## src/rtl/fetch_pkg.sv

```systemverilog
// Shared types and constants for the instruction-fetch stage.
package fetch_pkg;

    localparam int unsigned INSN_W = 32;

    localparam logic [INSN_W-1:0] RESET_PC_DEFAULT  = 32'h0000_0080;
    localparam logic [INSN_W-1:0] HALT_INSN_DEFAULT = 32'h0010_0073;
    localparam logic [INSN_W-1:0] PC_STEP           = 32'h0000_0004;
    localparam logic [INSN_W-1:0] PC_ALIGN_MASK     = 32'hFFFF_FFFC;

    typedef enum logic [1:0] {
        IDLE = 2'd0,
        REQ  = 2'd1,
        HALT = 2'd2
    } fetch_state_e;

    // IF/ID boundary payload
    typedef struct packed {
        logic [INSN_W-1:0] insn;
        logic [INSN_W-1:0] pc;
        logic [INSN_W-1:0] pcp4;
    } if_id_t;

endpackage

```

## src/rtl/next_pc_sel.sv

```systemverilog
// Next-PC priority mux: redirect > stall > accepted fetch > hold; also decides imem_req.
module next_pc_sel
    import fetch_pkg::*;
(
    input  logic [INSN_W-1:0] pc,
    input  logic              fetch_en,
    input  logic              redirect_en,
    input  logic              stall,
    input  logic              imem_ready,
    input  logic              redirect_valid,
    input  logic [INSN_W-1:0] redirect_pc,
    output logic [INSN_W-1:0] next_pc_c,
    output logic              req_c,
    output logic              accept_c,
    output logic              redirect_c
);

    always_comb begin
        req_c      = fetch_en && !stall && !redirect_valid;
        accept_c   = req_c && imem_ready;
        redirect_c = redirect_en && redirect_valid;
        next_pc_c  = pc;
        if (redirect_c) begin
            next_pc_c = redirect_pc & PC_ALIGN_MASK;
        end else if (accept_c) begin
            next_pc_c = pc + PC_STEP;
        end
    end

endmodule

```

## src/rtl/fetch_sequencer.sv

```systemverilog
// Instruction-fetch sequencer: owns the PC, issues imem requests, fills IF/ID, stops on HALT_INSN.
// Optional macro FETCH_COUNT_EN adds the fetch_count output (accepted-fetch counter).
module fetch_sequencer
    import fetch_pkg::*;
#(
    parameter logic [INSN_W-1:0] RESET_PC  = RESET_PC_DEFAULT,
    parameter logic [INSN_W-1:0] HALT_INSN = HALT_INSN_DEFAULT
) (
    input  logic              clk,
    input  logic              rst_n,
    output logic              imem_req,
    output logic [INSN_W-1:0] imem_addr,
    input  logic              imem_ready,
    input  logic [INSN_W-1:0] imem_rdata,
    input  logic              stall,
    input  logic              redirect_valid,
    input  logic [INSN_W-1:0] redirect_pc,
    output logic              id_valid,
    output logic [INSN_W-1:0] id_insn,
    output logic [INSN_W-1:0] id_pc,
    output logic [INSN_W-1:0] id_pcp4,
    output logic              halted
`ifdef FETCH_COUNT_EN
    ,
    output logic [INSN_W-1:0] fetch_count
`endif
);

    fetch_state_e      state_q;
    fetch_state_e      state_d;
    logic [INSN_W-1:0] pc_q;
    if_id_t            id_q;
    logic              id_valid_q;
    logic              halted_q;

    logic [INSN_W-1:0] next_pc_c;
    logic              req_c;
    logic              accept_c;
    logic              redirect_c;
    logic              halt_hit_c;
    logic              id_load_c;
    logic              id_clear_c;

    next_pc_sel u_next_pc_sel (
        .pc             (pc_q),
        .fetch_en       (state_q == REQ),
        .redirect_en    (state_q != HALT),
        .stall          (stall),
        .imem_ready     (imem_ready),
        .redirect_valid (redirect_valid),
        .redirect_pc    (redirect_pc),
        .next_pc_c      (next_pc_c),
        .req_c          (req_c),
        .accept_c       (accept_c),
        .redirect_c     (redirect_c)
    );

    assign halt_hit_c = accept_c && (imem_rdata == HALT_INSN);

    // Next state and IF/ID load/clear decisions
    always_comb begin
        state_d    = state_q;
        id_load_c  = 1'b0;
        id_clear_c = 1'b0;
        unique case (state_q)
            IDLE: begin
                state_d    = REQ;
                id_clear_c = 1'b1;
            end
            REQ: begin
                if (redirect_c) begin
                    id_clear_c = 1'b1;
                end else if (accept_c) begin
                    id_load_c = 1'b1;
                    if (halt_hit_c) begin
                        state_d = HALT;
                    end
                end else if (!stall) begin
                    id_clear_c = 1'b1;
                end
            end
            HALT: begin
                id_clear_c = 1'b1;
            end
            default: begin
                state_d = IDLE;
            end
        endcase
    end

    always_ff @(posedge clk or negedge rst_n) begin
        if (!rst_n) begin
            state_q  <= IDLE;
            pc_q     <= RESET_PC;
            halted_q <= 1'b0;
        end else begin
            state_q  <= state_d;
            pc_q     <= next_pc_c;
            halted_q <= (state_d == HALT);
        end
    end

    // IF/ID boundary register; a stall in REQ holds everything
    always_ff @(posedge clk or negedge rst_n) begin
        if (!rst_n) begin
            id_q       <= '0;
            id_valid_q <= 1'b0;
        end else if (id_load_c) begin
            id_q.insn  <= imem_rdata;
            id_q.pc    <= pc_q;
            id_q.pcp4  <= pc_q + PC_STEP;
            id_valid_q <= 1'b1;
        end else if (id_clear_c) begin
            id_valid_q <= 1'b0;
        end
    end

`ifdef FETCH_COUNT_EN
    logic [INSN_W-1:0] fetch_count_q;

    always_ff @(posedge clk or negedge rst_n) begin
        if (!rst_n) begin
            fetch_count_q <= '0;
        end else if (accept_c) begin
            fetch_count_q <= fetch_count_q + INSN_W'(1);
        end
    end

    assign fetch_count = fetch_count_q;
`endif

    assign imem_req  = req_c;
    assign imem_addr = pc_q;
    assign id_valid  = id_valid_q;
    assign id_insn   = id_q.insn;
    assign id_pc     = id_q.pc;
    assign id_pcp4   = id_q.pcp4;
    assign halted    = halted_q;

endmodule
```

## config.mk

```make
export PLATFORM = sky130hd
export DESIGN_NAME = fetch_sequencer
export DESIGN_NICKNAME = d
export VERILOG_FILES = /design/src/rtl/fetch_pkg.sv /design/src/rtl/next_pc_sel.sv /design/src/rtl/fetch_sequencer.sv
export SDC_FILE = /design/constraint.sdc
export NUM_CORES = 1
export LEC_CHECK = 0
export BUFFER_PORTS_ARGS = -buffer_cell sky130_fd_sc_hd__buf_2
export CORE_MARGIN = 2
export CORE_UTILIZATION = 35
export DETAILED_ROUTE_END_ITERATION = 12
export PLACE_DENSITY = 0.67
export SLEW_MARGIN = 20
export SYNTH_ARGS = -nofsm -noshare
export SYNTH_HDL_FRONTEND = slang
export SYNTH_SLANG_ARGS = --single-unit
```

## constraint.sdc

```tcl
create_clock -name clk -period 3.2 [get_ports clk]
set_clock_uncertainty 0.1 [all_clocks]
set_input_delay 0.64 -clock clk [delete_from_list [all_inputs] [get_ports clk]]
set_output_delay 0.64 -clock clk [all_outputs]
set_load 0.02 [all_outputs]
```

* After elaboration in Yosys (flattened, before gate mapping) *
Index checks and enable logic that the tools add are counted.
Widths: inputs -> output; s select.

storage, ports and cells
  output and inout port bits = 131
  logic and storage cells = 39
  bits in registers = 132

cells by class
  mux-type cells = 15
  equal/unequal tests = 5
  add/subtract/negate cells = 1
  reduce and logical (&&, ||, !) cells = 11

operator list
  operator               count
  $mux 32                2
  $add 32x3->32 const B  1
  $eq 32x21->1 const B   1
  $mux 1                 8
  $mux 2                 3
  $pmux 2 s3             1
  $logic_and 1x1->1      5
  $eq 2x2->1 const B     2
  $reduce_bool 2->1      2
  $eq 2x1->1 const B     1
  $logic_not 1->1        2
  $logic_not 2->1        1
  $ne 2x2->1 const B     1
  $pmux 1 s2             1
  $reduce_or 2->1        1

* Logic depth before layout (Yosys ltp) *
  depth in word-level cells = 10
  mapped depth = 8

* By module *
A second synthesis with hierarchy kept.

unflattened totals
  cell total of the unflattened synthesis = 545
  area, all modules = 6075.8 µm²

by module, submodules not included
  module           cells each  times used  sequential area each (µm²)  area each (µm²)
  fetch_sequencer  365         1           3254.4                      5044.8
  next_pc_sel      180         1           0.0                         1031.0

* Least setup slack after synthesis *
No wires, ideal clock.

  kind = reg-to-reg
  start = register pc_q[2], in the netlist imem_addr[2]
  end = register pc_q[30], in the netlist imem_addr[30]
  data arrival time = 1922 ps
  setup slack = 1052 ps
  path buffers = 0
  cell stages (with the launch flop) = 7
  cells stage by stage = dfrtp_1 ha_1 nand4_1 nor3_1 nand3_1 xnor2_1 a221o_1

on the way
  cells in the longest elaborated chain, start to end = 3

ends and longest elaborated chain
  element                 line                   source
  start, declared         fetch_sequencer.sv:31  logic [INSN_W-1:0] pc_q;
  start signal, assigned  fetch_sequencer.sv:98  pc_q <= next_pc_c;
  $add 32x3->32           next_pc_sel.sv:26      next_pc_c = pc + PC_STEP;
  $mux 32                 next_pc_sel.sv:25      end else if (accept_c) begin
  $mux 32                 next_pc_sel.sv:23      if (redirect_c) begin

No other way between the ends. The select of a mux whose other input is x is not followed.
A chain may end at the register's enable or synchronous reset.

* Worst setup path in the final report *
Ends and elaborated chain as after synthesis.

==> results.tsv <==
stage	metric	value	unit
outcome	run status	completed	
die	Die Height	131.2	um
timing	Max Fclk	395.6	MHz
die	die area	17210	sq um
detailed_routing	Via density	4.781	
layout	most common cell after layout, fill and taps aside	nand2_1	
die	Die Width	131.2	um
detailed_routing	post-route ant nets	0	
layout	most frequent cells in the layout	231 x nand2_1, 190 x buf_2, 125 x dfrtp_1	
synthesis	mux cell area share after synthesis	0.1989	%
layout	Total Nets Final	856	
setup_path	crit start category	flop	
place	PortBufs	191	
synthesis	Mapped Area	5663	sq um
place	Placed Area	6756	sq um
power	VDD IR max	0.3697	mV
clocking	Num CTS Buffers	17	
clocking	CTS tree	yes	
die	number of I/O pins	200	
clocking	Resized cells post-CTS	0	
synthesis	Yosys reg bits	126	
setup_path	CP arrival	2740	ps
global_route	Total GRT Usage	18.43	%
clocking	clock buffer depth	2	
clocking	clk slew on worst S/H paths	60	ps
setup_path	critical-path cell list	ha_1 > nand4_1 > nor3_1 > nand3_1 > xnor2_1 > a221o_1	
place	Placer Congestion	0.7569	
setup_path	Crit path required time	3410	ps
detailed_routing	drt initial violations	350	
synthesis	Synth Area in Simple Gates	24.86	%
layout	Final Cell Area	7367	sq um
die	row count	46	
layout	Filler Cell Count	1526	
die	initial core utilization	35.78	%
layout	Non-Filler Instances	1016	
place	HPWL Detailed	10.45	mm
place	placed cells	983	
global_route	initial antenna violation count	2	
place	dpl ws	583.1	ps
detailed_routing	via count	4858	
flow_run	Max Cap Viol	0	
synthesis	main combinational cell family by area after synthesis	simple AND/OR/NAND/NOR gates	
power	Overall Power	5.046	mW
clocking	Post-CTS Setup Inserts	0	
clocking	Clk Latency, worst-skew pair	420	ps
timing	Slew headroom	51.33	%
detailed_routing	Wirelength per Cell	15.30	um
timing	total negative slack	0	ps
timing	final hold viol count	0	
layout	Area Overhead vs Synth	30.09	%
synthesis	Mapped Avg Cell Area	9.299	sq um
die	core area	15830	sq um
setup_path	CP endpoint kind	flop	
global_route	first-pass GRT wire length	25.15	mm
detailed_routing	First-pass DRT Iterations	4	
setup_path	Worst Path Max Fanout	6	
global_route	largest net degree at the start of global routing	76	
timing	Slew Viols, Final	0	
timing	slew of the pin with the lowest slew margin	730.1	ps
clocking	H-tree Lvls	4	
synthesis	Cell variety after synth	44	
layout	share of cells above drive strength 1	30.41	%
worst_hold_path	hold crit path type	primary input to async pin	
detailed_routing	DRC viols	0	
setup_path	CP peak stage delay	490	ps
clocking	# hold bufs at CTS	0	
synthesis	async set-reset flop share out of synthesis	100.0	%
synthesis	post-synthesis sequential area ratio	55.70	%
detailed_routing	WL final	15.55	mm
timing	post-route setup slack	672.0	ps
layout	fin util	46.55	%
clocking	CTS sink count	126	
setup_path	Slowest-stage cell, CP	nor3_1	
clocking	clk root buf	clkbuf_16	
global_route	total gr overflow	0	
global_route	vias in the first global route	4631	
power	Pwr per Cell Area	684.9	nW/um^2
power	Lkg Pwr	3.782	nW
synthesis	Most used DFF post-synth	dfrtp_1	
timing	worst hold slack	117.8	ps
synthesis	Post-Synthesis Cells	609	
setup_path	WS Path Type	flop to flop	
timing	fin crit period	2528	ps
synthesis	xor and xnor area share after synthesis	4.331	%
timing	Final Cycle Share	79.00	%
synthesis	EDFF count, synth	0	
synthesis	post-synthesis compound-gate area fraction	9.700	%
synthesis	Synth Area in Adders	0.2209	%
timing	RSZ-0062 raised after global routing	false	
synthesis	Ys Warns	0	
timing	Setup-failing EPs final	0	
## critical path, delay by kind of cell, from the launching register on
kind | cells | cell delay (ps)
simple gates | 3 | 1010
flops | 1 | 470
fa+ha+maj | 1 | 330
xor+xnor | 1 | 160
compound gates | 1 | 340
## Yosys cell counts (all sizes together) (4+ instances only)
cell    number  share of area, %
o21ai       50               4.4
xnor2       11               1.7
nand2      232                15
xor2        17               2.6
a221o       13               2.3
nand2b       4              0.44
dfrtp      125                55
clkbuf      10              0.68
nor3         9              0.80
nor2        14              0.93
nand3       12               1.1
a21oi        6              0.53
buf         36               4.0
nand4       14               1.9
nor4        12               1.7
a22oi       12               1.6
and3         4              0.44
## sequential cells by signal (all words and copies together), names as in the netlist
signal / cells
id_pc: 30
imem_addr: 30
id_pcp4: 30
id_valid: 1
halted: 1
id_insn: 32
state_q: 2
## cell type report
class                   instances  area [sq um]  share of cell area [%]
diodes                          1         2.502                 0.03397
clock buffers                  18         439.2                   5.961
well taps                     216         270.3                   3.668
multi-input cells             439          2261                   30.69
flip-flops and latches        126          3154                   42.82
inverters                       3         11.26                  0.1529
repair buffers                199          1060                   14.39
clock inverters                14         168.9                   2.293
## cell families (layout without fill, tap and decap cells)
group                      count (synthesis)  count (layout)
and+or+nand+nor                          316             316
DFF                                      126             126
AOI/OAI and AO/OA                         87              87
buffers and inverters                     49             234
xor gates and xnor gates                  28              28
adders and majority gates                  1               1
other                                      1               7
muxes                                      1               1
## layer usage
layer	global-route usage [%]	wire [um]	part of all wire, %	vias to the layer above
met5	0	0	0	-
met4	6.582	257	1.7	0
met3	6.057	997	6.4	17
met2	28.54	7128	46	154
met1	24.28	7162	46	2308
li1	-	-	-	2379
## path summary, 6_finish.rpt
path                                startpoint       endpoint  slack (ps)  cells after the start
worst max register to register    imem_addr[2]  imem_addr[30]         670                      6
worst min-delay path                     rst_n     id_pcp4[7]         120                      1
worst max-delay path              imem_addr[2]  imem_addr[30]         670                      6
min in group clk                imem_rdata[13]    id_insn[13]         320                      3
max in group asynchronous                rst_n   imem_addr[3]        2130                      2
worst min register to register        id_pc[9]       id_pc[9]         370                      2
## report_power, final
group	leakage (nW)	internal [mW]	switching (mW)	total (mW)
Clock	0.296	1.24	0.737	1.98
Combinational	1.92	0.351	0.677	1.03
Sequential	1.57	1.84	0.196	2.04
Note: power is estimated with default switching activity, not from simulation.
